==> src/rtl/wb_pkg.sv <==
// Shared types and constants for the GRF writeback port.
// Both writeback sources and the long-latency FIFO entries use wb_req_t.
package wb_pkg;

    localparam int REG_W  = 5;
    localparam int DATA_W = 32;

    localparam logic [REG_W-1:0] REG_ZERO = 5'd0;

    typedef struct packed {
        logic [REG_W-1:0]  rd;
        logic [DATA_W-1:0] data;
        logic [DATA_W-1:0] pc;
    } wb_req_t;

endpackage

==> src/rtl/wb_write_port_if.sv <==
// Bus bundle for wb_write_port.
// The master side is the pipeline/MDU; the slave side is the write port.
interface wb_write_port_if #(
    parameter int DATA_W     = 32,
    parameter int FIFO_DEPTH = 4
);
    logic                          issue_valid;
    logic [wb_pkg::REG_W-1:0]      issue_rd;

    logic                          pipe_wb_valid;
    logic [wb_pkg::REG_W-1:0]      pipe_wb_rd;
    logic [DATA_W-1:0]             pipe_wb_data;
    logic [DATA_W-1:0]             pipe_wb_pc;

    logic                          lat_wb_valid;
    logic                          lat_wb_ready;
    logic [wb_pkg::REG_W-1:0]      lat_wb_rd;
    logic [DATA_W-1:0]             lat_wb_data;
    logic [DATA_W-1:0]             lat_wb_pc;

    logic                          grf_we;
    logic [wb_pkg::REG_W-1:0]      grf_a3;
    logic [DATA_W-1:0]             grf_wd;
    logic [DATA_W-1:0]             grf_pc;

    logic [31:0]                   pending;
    logic [$clog2(FIFO_DEPTH):0]   fifo_count;

    modport master (
        output issue_valid, issue_rd,
        output pipe_wb_valid, pipe_wb_rd, pipe_wb_data, pipe_wb_pc,
        output lat_wb_valid, lat_wb_rd, lat_wb_data, lat_wb_pc,
        input  lat_wb_ready,
        input  grf_we, grf_a3, grf_wd, grf_pc,
        input  pending, fifo_count
    );

    modport slave (
        input  issue_valid, issue_rd,
        input  pipe_wb_valid, pipe_wb_rd, pipe_wb_data, pipe_wb_pc,
        input  lat_wb_valid, lat_wb_rd, lat_wb_data, lat_wb_pc,
        output lat_wb_ready,
        output grf_we, grf_a3, grf_wd, grf_pc,
        output pending, fifo_count
    );

endinterface

==> src/rtl/wb_req_fifo.sv <==
// Synchronous FIFO of wb_req_t. The caller guarantees that push is only
// raised when !full and pop only when !empty; DEPTH must be a power of two.
module wb_req_fifo #(
    parameter int DEPTH = 4
) (
    input  logic                    clk,
    input  logic                    reset,
    input  logic                    push,
    input  wb_pkg::wb_req_t         push_data,
    input  logic                    pop,
    output wb_pkg::wb_req_t         pop_data,
    output logic                    full,
    output logic                    empty,
    output logic [$clog2(DEPTH):0]  count
);
    import wb_pkg::*;

    localparam int AW = $clog2(DEPTH);

    wb_req_t         mem [DEPTH];
    logic [AW-1:0]   wr_ptr;
    logic [AW-1:0]   rd_ptr;

    assign full     = (count == (AW+1)'(DEPTH));
    assign empty    = (count == '0);
    assign pop_data = mem[rd_ptr];

    always_ff @(posedge clk) begin
        if (push)
            mem[wr_ptr] <= push_data;
    end

    // Pointers wrap naturally because DEPTH is a power of two.
    always_ff @(posedge clk) begin
        if (reset) begin
            wr_ptr <= '0;
            rd_ptr <= '0;
            count  <= '0;
        end else begin
            if (push)
                wr_ptr <= wr_ptr + 1'b1;
            if (pop)
                rd_ptr <= rd_ptr + 1'b1;
            case ({push, pop})
                2'b10:   count <= count + 1'b1;
                2'b01:   count <= count - 1'b1;
                default: count <= count;
            endcase
        end
    end

endmodule

==> src/rtl/wb_write_port.sv <==
// GRF write-port arbiter: W-stage results win, long-latency results drain
// from a FIFO, plus the pending-write scoreboard. Define WB_TRACE_EN for trace.
module wb_write_port #(
    parameter int FIFO_DEPTH = 4,
    parameter int DATA_W     = wb_pkg::DATA_W
) (
    input  logic             clk,
    input  logic             reset,
    wb_write_port_if.slave   wb
);
    import wb_pkg::*;

    wb_req_t                       lat_req;
    wb_req_t                       pipe_req;
    wb_req_t                       head;
    wb_req_t                       sel_req;
    logic                          sel_valid;
    logic                          full;
    logic                          empty;
    logic                          push;
    logic                          pop;
    logic [$clog2(FIFO_DEPTH):0]   count;

    logic                          grf_we_q;
    logic [REG_W-1:0]              grf_a3_q;
    logic [DATA_W-1:0]             grf_wd_q;
    logic [DATA_W-1:0]             grf_pc_q;
    logic [31:0]                   pending_q;
    logic [31:0]                   set_mask;
    logic [31:0]                   clear_mask;

    assign lat_req  = '{rd: wb.lat_wb_rd,  data: wb.lat_wb_data,  pc: wb.lat_wb_pc};
    assign pipe_req = '{rd: wb.pipe_wb_rd, data: wb.pipe_wb_data, pc: wb.pipe_wb_pc};

    // Ready looks only at the registered count: a full FIFO refuses even
    // when it is being popped in the same cycle.
    assign push = wb.lat_wb_valid && !full;
    assign pop  = !wb.pipe_wb_valid && !empty;

    wb_req_fifo #(.DEPTH(FIFO_DEPTH)) u_fifo (
        .clk       (clk),
        .reset     (reset),
        .push      (push),
        .push_data (lat_req),
        .pop       (pop),
        .pop_data  (head),
        .full      (full),
        .empty     (empty),
        .count     (count)
    );

    always_comb begin
        sel_valid = wb.pipe_wb_valid || !empty;
        sel_req   = wb.pipe_wb_valid ? pipe_req : head;
    end

    always_comb begin
        set_mask   = '0;
        clear_mask = '0;
        if (wb.issue_valid && wb.issue_rd != REG_ZERO)
            set_mask[wb.issue_rd] = 1'b1;
        if (grf_we_q)
            clear_mask[grf_a3_q] = 1'b1;
    end

    // A $0 request still occupies the output stage but never asserts RegWrite.
    always_ff @(posedge clk) begin
        if (reset) begin
            grf_we_q  <= 1'b0;
            grf_a3_q  <= '0;
            grf_wd_q  <= '0;
            grf_pc_q  <= '0;
            pending_q <= '0;
        end else begin
            grf_we_q <= sel_valid && (sel_req.rd != REG_ZERO);
            if (sel_valid) begin
                grf_a3_q <= sel_req.rd;
                grf_wd_q <= sel_req.data;
                grf_pc_q <= sel_req.pc;
            end
            pending_q <= (pending_q & ~clear_mask) | set_mask;
        end
    end

    assign wb.lat_wb_ready = !full;
    assign wb.fifo_count   = count;
    assign wb.grf_we       = grf_we_q;
    assign wb.grf_a3       = grf_a3_q;
    assign wb.grf_wd       = grf_wd_q;
    assign wb.grf_pc       = grf_pc_q;
    // D-stage sees the retiring register as free; GRF forwarding covers it.
    assign wb.pending      = pending_q & ~clear_mask;

`ifdef WB_TRACE_EN
    always @(posedge clk) begin
        if (grf_we_q && grf_a3_q != REG_ZERO)
            $display("%d@%h: $%d <= %h", $time, grf_pc_q, grf_a3_q, grf_wd_q);
    end
`else
    // Trace off: the GRF prints its own writeback line in this build.
`endif

endmodule

==> src/flat_wrapper.sv <==
// flat-port wrapper written by rule: the top's interface ports become plain ports
module wb_write_port_flat import wb_pkg::*;
#(
    parameter int FIFO_DEPTH = 4,
    parameter int DATA_W     = wb_pkg::DATA_W
)
  (clk, reset, wb_issue_valid, wb_issue_rd, wb_pipe_wb_valid, wb_pipe_wb_rd, wb_pipe_wb_data, wb_pipe_wb_pc, wb_lat_wb_valid, wb_lat_wb_rd, wb_lat_wb_data, wb_lat_wb_pc, wb_lat_wb_ready, wb_grf_we, wb_grf_a3, wb_grf_wd, wb_grf_pc, wb_pending, wb_fifo_count);
  wb_write_port_if #(.DATA_W(DATA_W), .FIFO_DEPTH(FIFO_DEPTH)) wb_i ();
  input  logic clk;
  input  logic reset;
  input wire logic [$bits(wb_i.issue_valid)-1:0] wb_issue_valid;
  input wire logic [$bits(wb_i.issue_rd)-1:0] wb_issue_rd;
  input wire logic [$bits(wb_i.pipe_wb_valid)-1:0] wb_pipe_wb_valid;
  input wire logic [$bits(wb_i.pipe_wb_rd)-1:0] wb_pipe_wb_rd;
  input wire logic [$bits(wb_i.pipe_wb_data)-1:0] wb_pipe_wb_data;
  input wire logic [$bits(wb_i.pipe_wb_pc)-1:0] wb_pipe_wb_pc;
  input wire logic [$bits(wb_i.lat_wb_valid)-1:0] wb_lat_wb_valid;
  input wire logic [$bits(wb_i.lat_wb_rd)-1:0] wb_lat_wb_rd;
  input wire logic [$bits(wb_i.lat_wb_data)-1:0] wb_lat_wb_data;
  input wire logic [$bits(wb_i.lat_wb_pc)-1:0] wb_lat_wb_pc;
  output wire logic [$bits(wb_i.lat_wb_ready)-1:0] wb_lat_wb_ready;
  output wire logic [$bits(wb_i.grf_we)-1:0] wb_grf_we;
  output wire logic [$bits(wb_i.grf_a3)-1:0] wb_grf_a3;
  output wire logic [$bits(wb_i.grf_wd)-1:0] wb_grf_wd;
  output wire logic [$bits(wb_i.grf_pc)-1:0] wb_grf_pc;
  output wire logic [$bits(wb_i.pending)-1:0] wb_pending;
  output wire logic [$bits(wb_i.fifo_count)-1:0] wb_fifo_count;
  assign wb_i.issue_valid = wb_issue_valid;
  assign wb_i.issue_rd = wb_issue_rd;
  assign wb_i.pipe_wb_valid = wb_pipe_wb_valid;
  assign wb_i.pipe_wb_rd = wb_pipe_wb_rd;
  assign wb_i.pipe_wb_data = wb_pipe_wb_data;
  assign wb_i.pipe_wb_pc = wb_pipe_wb_pc;
  assign wb_i.lat_wb_valid = wb_lat_wb_valid;
  assign wb_i.lat_wb_rd = wb_lat_wb_rd;
  assign wb_i.lat_wb_data = wb_lat_wb_data;
  assign wb_i.lat_wb_pc = wb_lat_wb_pc;
  assign wb_lat_wb_ready = wb_i.lat_wb_ready;
  assign wb_grf_we = wb_i.grf_we;
  assign wb_grf_a3 = wb_i.grf_a3;
  assign wb_grf_wd = wb_i.grf_wd;
  assign wb_grf_pc = wb_i.grf_pc;
  assign wb_pending = wb_i.pending;
  assign wb_fifo_count = wb_i.fifo_count;
  wb_write_port #(.FIFO_DEPTH(FIFO_DEPTH), .DATA_W(DATA_W)) u_core (.clk(clk), .reset(reset), .wb(wb_i));
endmodule
==> config.mk <==
export PLATFORM = sky130hd
export DESIGN_NAME = wb_write_port_flat
export DESIGN_NICKNAME = d
export VERILOG_FILES = /design/src/rtl/wb_pkg.sv /design/src/rtl/wb_write_port_if.sv /design/src/rtl/wb_req_fifo.sv /design/src/rtl/wb_write_port.sv /design/src/flat_wrapper.sv
export SDC_FILE = /design/constraint.sdc
export NUM_CORES = 1
export LEC_CHECK = 0
export ABC_CLOCK_PERIOD_IN_PS = 2900
export CORE_ASPECT_RATIO = 1.75
export CORE_MARGIN = 5
export CORE_UTILIZATION = 40
export CTS_CLUSTER_SIZE = 24
export DETAILED_ROUTE_END_ITERATION = 6
export GPL_TIMING_DRIVEN = 0
export PLACE_DENSITY = 0.64
export SLEW_MARGIN = 20
export SYNTH_ARGS = -nofsm -noshare
export SYNTH_HDL_FRONTEND = slang
export SYNTH_SLANG_ARGS = --single-unit
==> constraint.sdc <==
create_clock -name clk -period 2.9 [get_ports clk]
set_input_delay 0.87 -clock clk [delete_from_list [all_inputs] [get_ports clk]]
set_output_delay 0.87 -clock clk [all_outputs]
set_load 0.05 [all_outputs]
---- Yosys cells after proc, flatten, opt, wreduce, memory -nomap -nowiden ----
Memory sizes are Yosys's and may differ from the RTL's. A register that Yosys moved wholly into a read port is not among the register bits.
Index checks and enable logic that the tools add are counted.
word-level totals
  logic and storage cells ................. 49
  memories ................................ 1
  flip-flop bits (word level) ............. 109
  output and inout port bits .............. 106
  memory bits (writable) .................. 276
  input bits .............................. 148
memories
  name               depth  width  rd ports  clocked after memory_dff  wr ports  line               RTL
  u_core.u_fifo.mem  4      69     1         1                         1         wb_req_fifo.sv:20  wb_req_t mem [DEPTH];
cells by class
  add/subtract/negate cells ............... 4
  eq/ne operators ......................... 3
  $lt $le $gt $ge ......................... 4
  mux-type cells .......................... 12
  bitwise logic cells ..................... 3
  reduce and logical (&&, ||, !) cells .... 14
operator list
  operator             number
  $mux 69              1
  $mux 32              2
  $and 32x32->32       1
  $not 32->32          1
  $or 32x32->32        1
  $lt 5x6->1 const B   2
  $demux 1 s5          2
  $ge 5x1->1 const B   2
  $reduce_bool 5->1    2
  $logic_and 1x1->1    6
  $pmux 3 s2           1
  $add 2x1->2 const B  2
  $mux 1               4
  $mux 2               2
  $add 3x1->3 const B  1
  $eq 3x3->1 const B   1
  $logic_not 1->1      3
  $logic_not 3->1      1
  $sub 3x1->3 const B  1
  $eq 2x1->1 const B   1
  $eq 2x2->1 const B   1
  $reduce_bool 2->1    1
  $logic_or 1x1->1     1

---- Depth between registers and ports, before layout ----
Gate-level depths: netlist of run 1.
  depth in word-level cells ............... 8
  mapped depth ............................ 9
  depth with buffers taken out ............ 9

---- Modules after synthesis ----
A second synthesis of run 1 with hierarchy kept.
unflattened totals
  cell total of the unflattened synthesis .. 952
  area total of the unflattened synthesis .. 14985.6 sq um
modules (own cells, without submodules)
  module         times used  seq. area each (sq um)  area an instance (sq um)  cells each
  wb_req_fifo    1           8468.1                  10398.7                   408
  wb_write_port  1           2042.0                  4586.9                    544

---- Worst setup path after synthesis of run 1 ----
OpenSTA, ideal clock, no wires.
  path kind ............................... register -> register
  start ................................... register u_core.u_fifo.count[0]
  end ..................................... memory u_core.u_fifo.mem[0][0] (netlist bit), enable pin
  stages on the path, launching flop included .. 3
  clock period less this slack ............ 3.450 ns
  setup slack ............................. -0.550 ns
  arrival time ............................ 3.015 ns
  setup time .............................. 0.435 ns
  required time ........................... 2.465 ns
  buffers on the path ..................... 0
  path through ............................ dfxtp_1 > or3b_1 > and3_1
between the ends
  word-level cells in the longest chain between the ends .. 5
RTL lines
  what                          line                 RTL
  start: declaration            wb_req_fifo.sv:14    output logic [$clog2(DEPTH):0] count
  start signal: assignment      wb_req_fifo.sv:45    2'b10: count <= count + 1'b1;
  start signal: assignment      wb_req_fifo.sv:46    2'b01: count <= count - 1'b1;
  start signal: assignment      wb_req_fifo.sv:47    default: count <= count;
  $eq 3x3->1                    wb_req_fifo.sv:24    assign full = (count == (AW+1)'(DEPTH));
  $logic_not 1->1               -
  named net wb_lat_wb_ready     flat_wrapper.sv:21   output wire logic [$bits(wb_i.lat_wb_ready)-1:0] wb_lat_wb_ready;
  $logic_and 1x1->1             wb_write_port.sv:37  assign push = wb.lat_wb_valid && !full;
  $mux 1                        wb_req_fifo.sv:29    if (push)
  $mux 1 (not written as such)  wb_req_fifo.sv:30    mem[wr_ptr] <= push_data;
  end: declaration              wb_req_fifo.sv:20
The timed path passes the listed nets, and every way through them passes these cells.

---- Worst setup path in the final report of run 1 ----
  start ................................... register u_core.grf_we_q (netlist: u_core.wb.grf_we)
  end ..................................... output port wb_pending[8]
between the ends
  word-level cells in the longest chain between the ends .. 3
RTL lines
  what                      line                 RTL
  start: declaration        wb_write_port.sv:24  logic grf_we_q;
  start signal: assignment  wb_write_port.sv:75  grf_we_q <= sel_valid && (sel_req.rd != REG_ZERO);
  $mux 32                   wb_write_port.sv:62  if (grf_we_q)
  $not 32->32               wb_write_port.sv:92  assign wb.pending = pending_q & ~clear_mask;
  $and 32x32->32            wb_write_port.sv:92
  end: declaration          flat_wrapper.sv:26   output wire logic [$bits(wb_i.pending)-1:0] wb_pending;
Every way passes these cells.

==> results by group, run 1 <==
Floorplan
  – Die area: 41400 um2
  – Core area: roughly 37000 um2
  – Die width: 156 um
  – Chip height: about 270 um
  – Starting Density: 0.404
  – Cell Rows: 93
  – I/O pins: 254

Logic synthesis
  – Leading area contributor after synthesis: edfxtp_1
  – YS warnings: 0
  – Top cells by area, synth: edfxtp_1 56%, dfxtp_1 15%, mux4_2 9.4%, mux2i_1 4.8%, a211oi_1 3.4%
  – Synthesized cell area: about 15000 um2
  – FF+latch count, synth: between 300 and 400
  – Cells after synthesis: 900
  – Mapped Avg Cell Area: 16.6 um2
  – Top cell type's share of synthesized area: 0.556
  – Top FF cell, synth: edfxtp_1
  – Synth Net Count: 1054
  – Post-synth EDFFs: 276
  – Post-synth ARST share: 0
  – Cell variety after synth: 39
  – Sequential area share after synthesis: 0.705

Worst setup path
  – Register-to-register setup slack: 0.42 ns
  – Crit path DAT: a little under 2 ns
  – CP max stage cell: or3b_4
  – Crit path max fanout: 8
  – CP Class: reg2out
  – CP top delay family: simple AND/OR/NAND/NOR gates
  – Endpoint class of the critical path: output port
  – Crit-path cells: or3b_4 -> o21ai_1 -> inv_1 -> buf_2
  – Max incr delay on CP: 0.49 ns
  – Startpoint types: flop
  – Worst Path Required: 2.03 ns
  – Worst path bufs/invs: 2

Power and ir drop
  – Peak supply drop: 0.000486 V
  – Pleak: roughly 6.7 nW
  – PwrDens: 889 nW/um2
  – Tot Pwr: 0.0172 W

CTS
  – Latest clock arrival within the worst-skew pair: between 0.5 and 0.6 ns
  – CTS tree: built
  – H-tree levels: 2
  – CTS root buffer: clkbuf_16
  – Hold_buf cts: 0
  – Worst-path clk slew: 0.06 ns
  – Total CTS buffers: 36
  – CTS Buffer Depth: 3
  – Sink Count: 387

Routing
  – WL final: 37600 um
  – Vias: ~8900
  – Drc violations: 0
  – Routed length per instance: 22.2 um
  – Antenna Nets Post-Route: 0
  – Drt first-iter violations: 386
  – Drt first pass iters: 4
  – Routed vias/inst: 5.21

Timing
  – Worst Max-Slew Pin Slew: around 1.0 ns
  – Clock skew: 0.0112 ns
  – Sum Neg Setup Slack: 0 ns
  – Final setup violation count: 0
  – Final hold vios: 0
  – Tcrit/Tclk final: 0.965
  – Final Max Slew Viols: 0
  – Unrepaired setup endpoints after global routing: true
  – Max Clock Freq: 357 MHz
  – Slew HR: 0.306
  – Tmin final: 2.80 ns

Cells and area
  – Commonest non-fill, non-tap cell in the layout: edfxtp_1
  – Fillers: between 3000 and 4000
  – Share of cells above drive strength 1: 0.157
  – Net count, final: 1348
  – Finished Core Util: 0.523
  – Most frequent cells in the layout: 276 x edfxtp_1, 219 x clkdlybuf4s50_1, 107 x nor2_1, 106 x dfxtp_1, 71 x mux2i_1
  – Area growth syn-to-layout: 29.4%
  – Finished layout cell area: 19300 um2

Place
  – DP HPWL: 26400 um
  – PortBufs: 252
  – Placed cell area: 18200 um2
  – GPL Wtd Cong: 0.777

Global route
  – First-pass GRT wire length: 56700 um
  – GRT Overall Usage: 0.181
  – Total congestion overflow: 0
  – Vias in the first global route: 9361
  – Initial antenna violation count: 5
  – Largest net degree at the start of global routing: 44

Flow run
  – Max-Cap Viols: 0

Hold path
  – Hold crit path type: reg2reg

Outcome
  – Status: complete, no violations
==> report_power, final <==
part / switching, W / internal (W) / leakage (nW)
Clock: 0.00198 / 0.00275 / 0.587
Sequential: 0.000353 / 0.00674 / 3.45
Combinational: 0.00319 / 0.00215 / 2.70
==> final timing paths <==
path / cells past startpoint / endpoint / start
hold / removal: 2 / u_core.wb.grf_pc[6] / u_core.wb.grf_pc[6]
setup / recovery: 4 / wb_pending[8] / u_core.wb.grf_we
hold reg to reg: 2 / u_core.wb.grf_pc[6] / u_core.wb.grf_pc[6]
setup reg to reg: 9 / u_core.u_fifo.count[2] / u_core.u_fifo.count[0]
==> routing by layer <==
layer  share of wire  track usage  vias to the layer above
li1                -            -                     4097
met1            0.35        0.198                     4463
met2            0.57        0.343                      229
met3           0.057       0.0400                       60
met4           0.023       0.0521                        4
met5         0.00072            0                        -
==> worst register-to-register path, stage by stage (launching register included) <==
cell     delay (ns)
dfxtp_1        0.37
or3b_1         0.50
and2_1         0.24
inv_1          0.09
ha_1           0.18
inv_1          0.06
fa_1           0.37
xor2_1         0.16
or3_1          0.30
a21oi_1        0.13
==> through the flow <==
step	hold WS, ns	cells	setup WS [ns]
final	0.496	1698	0.100
after global routing	0.521	1696	-0.0113
after CTS	0.499	1695	0.00159
after detailed placement	0.490	1631	-0.426
after global placement	0.485	1627	-0.596
after floorplan	0.469	900	0.110
==> Yosys cell counts (all sizes together) (2+ instances only) <==
master / n
o21ai: 5
nor3: 4
ha: 5
buf: 30
mux4: 67
dfxtp: 111
and3b: 3
xor2: 2
a21oi: 35
edfxtp: 276
inv: 10
nand2b: 3
o21a: 28
a211oi: 68
nor2: 108
and3: 7
xnor2: 3
nand3b: 5
nand3: 2
nor3b: 5
clkbuf: 27
nand2: 11
mux2i: 71
or3: 2
nor2b: 2
or3b: 4
==> timing repair <==
action | 4_1_cts | 5_1_grt
buffers inserted | 4 | 0
gates resized for setup | 101 | 21
pin swaps | 1 | 0
cloned | 0 | 0
endpoints found under the setup margin | 33 | 18
==> cell families (layout without fill, tap and decap cells) <==
| group | Yosys count | in the layout | synth area share |
|---|---|---|---|
| AND/OR/NAND/NOR | 158 | 158 | 0.0482 |
| adder cells (fa/ha/maj) | 6 | 6 | 0.00554 |
| flip-flops | 387 | 387 | 0.705 |
| XOR/XNOR | 5 | 5 | 0.00294 |
| buffers and inverters | 67 | 387 | 0.0250 |
| multiplexers | 138 | 138 | 0.150 |
| AO/OA/AOI/OAI | 139 | 139 | 0.0636 |
| other | 0 | 3 | 0 |
==> sequential cells by signal (all words and copies together) (netlist names), named ones only <==
| signal | cells |
|---|---|
| u_core.pending_q | 32 |
| u_core.u_fifo.count | 3 |
| u_core.u_fifo.mem | 276 |
| u_core.u_fifo.rd_ptr | 2 |
| u_core.u_fifo.wr_ptr | 2 |
| u_core.wb.grf_a3 | 5 |
| u_core.wb.grf_pc | 32 |
| u_core.wb.grf_wd | 32 |
| u_core.wb.grf_we | 1 |
==> final cells by class <==
type / instances / area [um2] / share of cell area
plain buffers: 53 / 320 / 0.0166
clock buffers: 47 / 1020 / 0.0527
diodes: 3 / 7.51 / 0.000389
well taps: 475 / 594 / 0.0308
inverters: 10 / 37.5 / 0.00194
multi-input cells: 446 / 4070 / 0.211
clock inverters: 17 / 160 / 0.00830
repair buffers: 260 / 2580 / 0.134
flip-flops and latches: 387 / 10500 / 0.545
(Power assumes the default switching activity.)
==> run 2: changes to the inputs <==
Settings changed: ABC_CLOCK_PERIOD_IN_PS 2900 to not set, SETUP_SLACK_MARGIN set to 0.4.
==> run 2 against run 1 <==
- sequential cell count unchanged
- clock power about the same
- sequential power about the same
- global-route usage up 0.68 points
- combinational power up 2%
- count of clock-buffer cells in the layout down 5
- non-clock buffer count up 34
- utilization up 1.4 points
- critical path depth unchanged
- critical path type unchanged
- highest routed layer unchanged
==> results by group, run 2 (synthesized netlist as in run 1, its figures left out) <==
Timing
  – Tcrit/Tclk final: 0.922 (-0.0438)
  – Clock skew: 0.0163 ns (+0.00512 ns)
  – Final setup violation count: 0 (unchanged)
  – Final hold vios: 0 (unchanged)
  – Final Max Slew Viols: 0 (unchanged)
  – Final worst setup slack: 0.227 ns (+0.127 ns)
  – Unrepaired setup endpoints after global routing: true
  – Tmin final: 2.67 ns (-0.127 ns)
  – Worst Max-Slew Pin Slew: 1.12 ns (+0.0780 ns)
  – Slew HR: 0.254 (-0.0521)
  – Max Clock Freq: 374 MHz (+4.8%)

Global route
  – Total congestion overflow: 0 (unchanged)
  – Vias in the first global route: 9516 (+1.7%)
  – GRT Overall Usage: 0.187 (+0.00682)
  – First-pass GRT wire length: 58400 um (+3.1%)
  – Largest net degree at the start of global routing: 43 (-2.3%)
  – Initial antenna violation count: 10 (+5)

Cells and area
  – Max reg flops: 276 (unchanged)
  – Net count, final: 1383 (+2.6%)
  – Finished Core Util: 0.537 (+0.0135)
  – Most frequent cells in the layout: 276 x edfxtp_1, 144 x clkdlybuf4s50_1, 106 x nor2_1, 102 x dfxtp_1, 74 x dlygate4sd2_1
  – Fillers: 3061 (-1.2%)
  – Commonest non-fill, non-tap cell in the layout: edfxtp_1
  – Biggest register: u_core.u_fifo.mem
  – Final cell count without fillers: 1738 (+2.4%)
  – Share of cells above drive strength 1: 0.201 (+0.0444)
  – Area growth syn-to-layout: 32.7%

Floorplan
  – Die area: 41400 um2 (unchanged)
  – I/O pins: 254 (unchanged)
  – Core area: 36900 um2 (unchanged)
  – Chip height: 265 um (unchanged)
  – Starting Density: 0.404 (unchanged)
  – Die width: 156 um (unchanged)
  – Cell Rows: 93 (unchanged)

Routing
  – Routed vias/inst: 5.17 (-0.86%)
  – Drt first-iter violations: 344 (-11%)
  – Antenna Nets Post-Route: 0 (unchanged)
  – Drt first pass iters: 5 (+1)
  – Routed length per instance: 22.8 um (+2.8%)
  – Drc violations: 0 (unchanged)
  – Vias: 8984 (+1.5%)
  – WL final: 39600 um (+5.2%)

CTS
  – CTS tree: built
  – Worst-path clk slew: 0.06 ns (about the same)
  – Total CTS buffers: 37 (+2.8%)
  – CTS Buffer Depth: 3 (unchanged)
  – Latest clock arrival within the worst-skew pair: 0.52 ns (about the same)
  – CTS root buffer: clkbuf_16
  – H-tree levels: 2 (unchanged)
  – Sink Count: 387 (unchanged)

Outcome
  – Status: complete, no violations

Flow run
  – Max-Cap Viols: 0 (unchanged)

Worst setup path
  – Worst Path Required: 2.03 ns (about the same)
  – CP Class: reg2out
  – Crit path max fanout: 8 (unchanged)
  – Startpoint types: flop
  – Endpoint class of the critical path: output port
  – Crit path DAT: 1.80 ns (-0.13 ns)

Power and ir drop
  – Pleak: 7.19 nW (+6.7%)
  – Peak supply drop: 0.000614 V (+26%)
  – PwrDens: 871 nW/um2 (-2.0%)

Hold path
  – Hold crit path type: reg2reg

Place
  – Post-placement cell count: 1632 (+0.061%)
  – GPL Wtd Cong: 0.777 (about the same)
  – DP Worst Slack: -0.263 ns (+0.163 ns)
  – DP HPWL: 26800 um (+1.6%)
  – PortBufs: 252 (unchanged)
## run 2: cell types whose count changed in the layout (fill, tap and decap cells not counted), sizes merged, moves of 4 or more
cell,before,now
dlygate4sd2,8,74
clkbuf,73,65
clkinvlp,0,4
diode,3,9
buf,52,105
clkdlybuf4s50,219,144
clkdlybuf4s15,8,0
## run 2: critical path, stage by stage, from the launching register on
cell and delay (ns):
dfxtp_4 0.37, or3b_4 0.39, buf_8 0.15, o21a_1 0.21
buf_6 0.16
## run 2: area by class of cell
| type | count | area (um2) | share of cell area |
|---|---|---|---|
| sequential | 387 | 10500 | 0.532 |
| multi-input combinational | 446 | 4170 | 0.211 |
| timing repair buffer | 290 | 2890 | 0.146 |
| clock buffer | 42 | 945 | 0.0477 |
| tap | 475 | 594 | 0.0300 |
| buffer | 57 | 390 | 0.0197 |
| clock inverter | 22 | 219 | 0.0111 |
| inverter | 10 | 37.5 | 0.00190 |
| antenna | 9 | 22.5 | 0.00114 |
## run 2: final timing paths
check	startpoint	endpoint	slack (ns)	depth (start not counted)
setup / recovery	u_core.wb.grf_we	wb_pending[4]	0.23	4
setup reg to reg	u_core.u_fifo.count[2]	u_core.u_fifo.count[2]	0.54	9
hold reg to reg	u_core.pending_q[8]	u_core.pending_q[8]	0.48	2
hold / removal	u_core.pending_q[8]	u_core.pending_q[8]	0.48	2
## run 2: per-layer routing
layer	routed length [um]	track usage	part of all wire	vias up
met5	13	0	0.00033	-
met4	1210	0.0696	0.031	2
met3	1820	0.0355	0.046	63
met2	22300	0.350	0.56	230
met1	14200	0.209	0.36	4510
li1	-	-	-	4179
## run 2: report_power, final
part	total (W)	internal, W	switching (W)
combinational	0.00546	0.00211	0.00335
sequential	0.00706	0.00675	0.000313
clock	0.00472	0.00271	0.00201
total	0.0172	0.0116	0.00567
## run 2: stage by stage
stage | cell area [um2] | total power [W] | setup TNS, ns | hold WS [ns]
2_1_floorplan | 15000 | 0.0108 | 0 | 0.469
3_3_place_gp | 18100 | 0.0126 | -168.18 | 0.487
3_5_place_dp | 18200 | 0.0127 | -0.512 | 0.490
4_1_cts | 19500 | 0.0174 | 0 | 0.467
5_1_grt | 19800 | 0.0180 | 0 | 0.495
6_report | 19800 | 0.0172 | 0 | 0.475
## run 2: repair_timing
item	CTS	global route
hold buffers	0	0
resized for setup	338	28
buffers inserted	14	19
pin swaps	20	22
setup endpoints to repair	107	33
==> run 3: changes to the inputs <==
Settings changed: SYNTH_HIERARCHICAL set to 1.
==> run 3 against run 2 <==
- utilization is essentially flat
- non-clock buffer count shrank 16
- power shrank 1.1%
- sequential power shrank 3.4%
- design area is essentially flat
- clock skew grew 0.0014 ns
- via count grew 1.9%
- combinational power shrank 2%
- count of clock-buffer cells in the layout grew 13
==> results by group, run 3 <==
CTS
  – Latest clock arrival within the worst-skew pair: 0.53 ns (about the same)
  – CTS tree: built
  – Sink Count: 387 (unchanged)
  – Worst-path clk slew: 0.07 ns (about the same)
  – CTS Buffer Depth: 3 (unchanged)
  – H-tree levels: 2 (unchanged)
  – CTS root buffer: clkbuf_16
  – Hold_buf cts: 0 (unchanged)
  – Total CTS buffers: 37 (unchanged)

Worst setup path
  – R2r endpoint: u_core/u_fifo/count[2]
  – Crit-path cells: or3b_4 -> buf_12 -> o21ai_2 -> inv_1 -> buf_6
  – RR Startpoint: u_core/u_fifo/count[2]
  – Endpoint class of the critical path: output port
  – CP Class: reg2out
  – Crit path max fanout: 8 (unchanged)
  – Crit path DAT: 1.85 ns (+0.05 ns)
  – CP max stage cell: or3b_4
  – Register-to-register setup slack: 0.56 ns (+0.02 ns)
  – Worst Path Required: 2.03 ns (about the same)
  – Max incr delay on CP: 0.40 ns (about the same)
  – Reg2Reg Depth: 10 (+1)
  – CP startpoint: u_core/wb.grf_a3[0]
  – Startpoint types: flop

Logic synthesis
  – Top cells by area, synth: edfxtp_1 55%, dfxtp_1 15%, mux4_2 10%, mux2_2 5.1%, nand2_1 3.4%
  – Mapped Avg Cell Area: 15.7 um2 (-5.0%)
  – Leading area contributor after synthesis: edfxtp_1
  – Cells after synthesis: 952 (+5.8%)
  – Most common cell in the synthesized netlist: edfxtp_1
  – Post-synth top cells: 276 x edfxtp_1, 137 x nand2_1, 111 x dfxtp_1
  – Synthesized cell area: 15000 um2 (+0.48%)
  – Top cell type's share of synthesized area: 0.553 (-0.00264)
  – YS warnings: 6 (+6)
  – Synth Net Count: 1106 (+4.9%)
  – Post-synth EDFFs: 276 (unchanged)
  – Sequential area share after synthesis: 0.701 (-0.00335)
  – Cell variety after synth: 42 (+7.7%)
  – FF+latch count, synth: 387 (unchanged)
  – Top FF cell, synth: edfxtp_1
  – Post-synth ARST share: 0 (unchanged)

Place
  – DP HPWL: 26300 um (-2.1%)
  – PortBufs: 251 (-0.40%)
  – GPL Wtd Cong: 0.798 (+2.7%)
  – Placed cell area: 18200 um2 (+0.16%)

Cells and area
  – Finished Core Util: 0.537 (about the same)
  – Share of cells above drive strength 1: 0.261 (+0.0598)
  – Max reg flops: 276 (unchanged)
  – Area growth syn-to-layout: 32.2%
  – Commonest non-fill, non-tap cell in the layout: edfxtp_1
  – Net count, final: 1425 (+3.0%)
  – Most frequent cells in the layout: 276 x edfxtp_1, 145 x clkdlybuf4s50_1, 137 x nand2_1, 104 x dfxtp_1, 73 x dlygate4sd2_1
  – Finished layout cell area: 19800 um2 (about the same)
  – Biggest register: u_core/u_fifo/mem

Power and ir drop
  – Comb power frac: 0.313 (-0.004)
  – Clock share of power: 0.287 (+0.013)
  – Pleak: 7.28 nW (+1.2%)
  – Internal: 0.0120 W (+3.5%)
  – Sw Share: 0.298 (-0.0309)
  – Psw: 0.00509 W (-10%)
  – Peak supply drop: 0.000522 V (-15%)
  – Flop pwr share: 0.400 (-0.010)
  – PwrDens: 861 nW/um2 (-1.1%)

Timing
  – Tcrit/Tclk final: 0.936 (+0.0148)
  – Slew HR: 0.524 (+0.269)
  – Clock skew: 0.0177 ns (+0.00141 ns)
  – Final Max Slew Viols: 0 (unchanged)
  – Final setup violation count: 0 (unchanged)
  – Max Clock Freq: 368 MHz (-1.6%)
  – Tmin final: 2.72 ns (+0.0428 ns)
  – Final hold vios: 0 (unchanged)
  – Unrepaired setup endpoints after global routing: true
  – Worst Max-Slew Pin Slew: 0.715 ns (-0.402 ns)

Global route
  – Total congestion overflow: 0 (unchanged)
  – GRT Overall Usage: 0.184 (-0.00300)
  – Largest net degree at the start of global routing: 42 (-2.3%)
  – Vias in the first global route: 9828 (+3.3%)
  – First-pass GRT wire length: 58300 um (-0.25%)
  – Initial antenna violation count: 5 (-5)

Hold path
  – End of the worst hold path: u_core/pending_q[21]
  – Hold depth: 2 (unchanged)
  – Worst min-delay path startpoint: u_core/pending_q[21]
  – Hold crit path type: reg2reg

Routing
  – Drt first pass iters: 4 (-1)
  – Drc violations: 0 (unchanged)
  – Vias: 9156 (+1.9%)
  – WL final: 38800 um (-2.0%)
  – Antenna Nets Post-Route: 0 (unchanged)
  – Routed vias/inst: 5.15 (-0.43%)
  – Routed length per instance: 21.8 um (-4.3%)
  – Drt first-iter violations: 397 (+15%)

Floorplan
  – Cell Rows: 93 (unchanged)
  – Core area: 36900 um2 (unchanged)
  – Starting Density: 0.406 (+0.00193)
  – Die area: 41600 um2 (+0.45%)
  – Die width: 156 um (+0.22%)
  – Chip height: 266 um (+0.23%)
  – I/O pins: 254 (unchanged)

Outcome
  – Status: complete, no violations

Flow run
  – Max-Cap Viols: 0 (unchanged)
==> run 3: worst max-delay path: cells and delay by family, from the launching register on <==
family | cells | cell delay (ns)
AO/OA/AOI/OAI | 1 | 0.16
AND/OR/NAND/NOR | 1 | 0.40
buffers and inverters | 3 | 0.39
flip-flops | 1 | 0.36
==> run 3: power by group through the flow <==
stage	clock [W]	combinational [W]	sequential [W]
floorplan	0	0.00311	0.00758
global placement	0	0.00531	0.00694
detailed placement	0	0.00541	0.00694
CTS	0.00503	0.00539	0.00683
global route	0.00527	0.00573	0.00688
finish	0.00490	0.00534	0.00682
==> run 3: area by class of cell <==
cell class,count,area (um2)
Clock inverter,13,149
Buffer,55,340
Fill cell,3096,17100
Timing Repair Buffer,276,2660
Inverter,39,146
Clock buffer,55,1100
Tap cell,475,594
Sequential cell,387,10500
Antenna cell,4,10.0
Multi-Input combinational cell,475,4290
==> run 3: metal layers <==
layer / part of all wire / up-vias / global-route usage
li1: - / 4246 / -
met1: 0.35 / 4568 / 0.200
met2: 0.57 / 265 / 0.357
met3: 0.054 / 73 / 0.0343
met4: 0.028 / 4 / 0.0561
met5: 0.00088 / - / 0
==> run 3: cell families (layout without fill, tap and decap cells) <==
| group | count (synthesis) | count (layout) | synth area share |
|---|---|---|---|
| flip-flops | 387 | 387 | 0.701 |
| AND/OR/NAND/NOR | 183 | 187 | 0.0540 |
| multiplexers | 139 | 139 | 0.156 |
| AO/OA/AOI/OAI | 138 | 138 | 0.0498 |
| buffers and inverters | 94 | 438 | 0.0303 |
| adder cells (fa/ha/maj) | 6 | 6 | 0.00551 |
| XOR/XNOR | 5 | 5 | 0.00292 |
| other | 0 | 4 | 0 |
==> run 3: what timing repair did <==
action                     CTS  global route
buffers inserted            14             7
cloned                       4             0
pin swaps                   16             7
gates resized for setup    354            32
setup endpoints to repair  263           136
==> run 3: worst max path at each step <==
stage	end	cells after the start
final	wb_pending[28]	5
after global routing	wb_pending[24]	5
after CTS	wb_pending[10]	4
after detailed placement	u_core/u_fifo/mem[1][10]	4
after global placement	u_core/u_fifo/mem[2][10]	3
after floorplan	u_core/u_fifo/mem[1][0]	4
==> run 3: metrics by stage <==
step / TNS [ns] / hold slack [ns] / setup WS [ns] / instances / power (W)
6_report: 0 / 0.473 / 0.184 / 1779 / 0.0171
3_3_place_gp: -288.04 / 0.498 / -1.06 / 1678 / 0.0123
5_1_grt: 0 / 0.493 / 0.126 / 1776 / 0.0179
4_1_cts: 0 / 0.476 / 0.164 / 1768 / 0.0173
2_1_floorplan: 0 / 0.483 / 0.194 / 952 / 0.0107
3_5_place_dp: -38.46 / 0.503 / -0.277 / 1682 / 0.0123
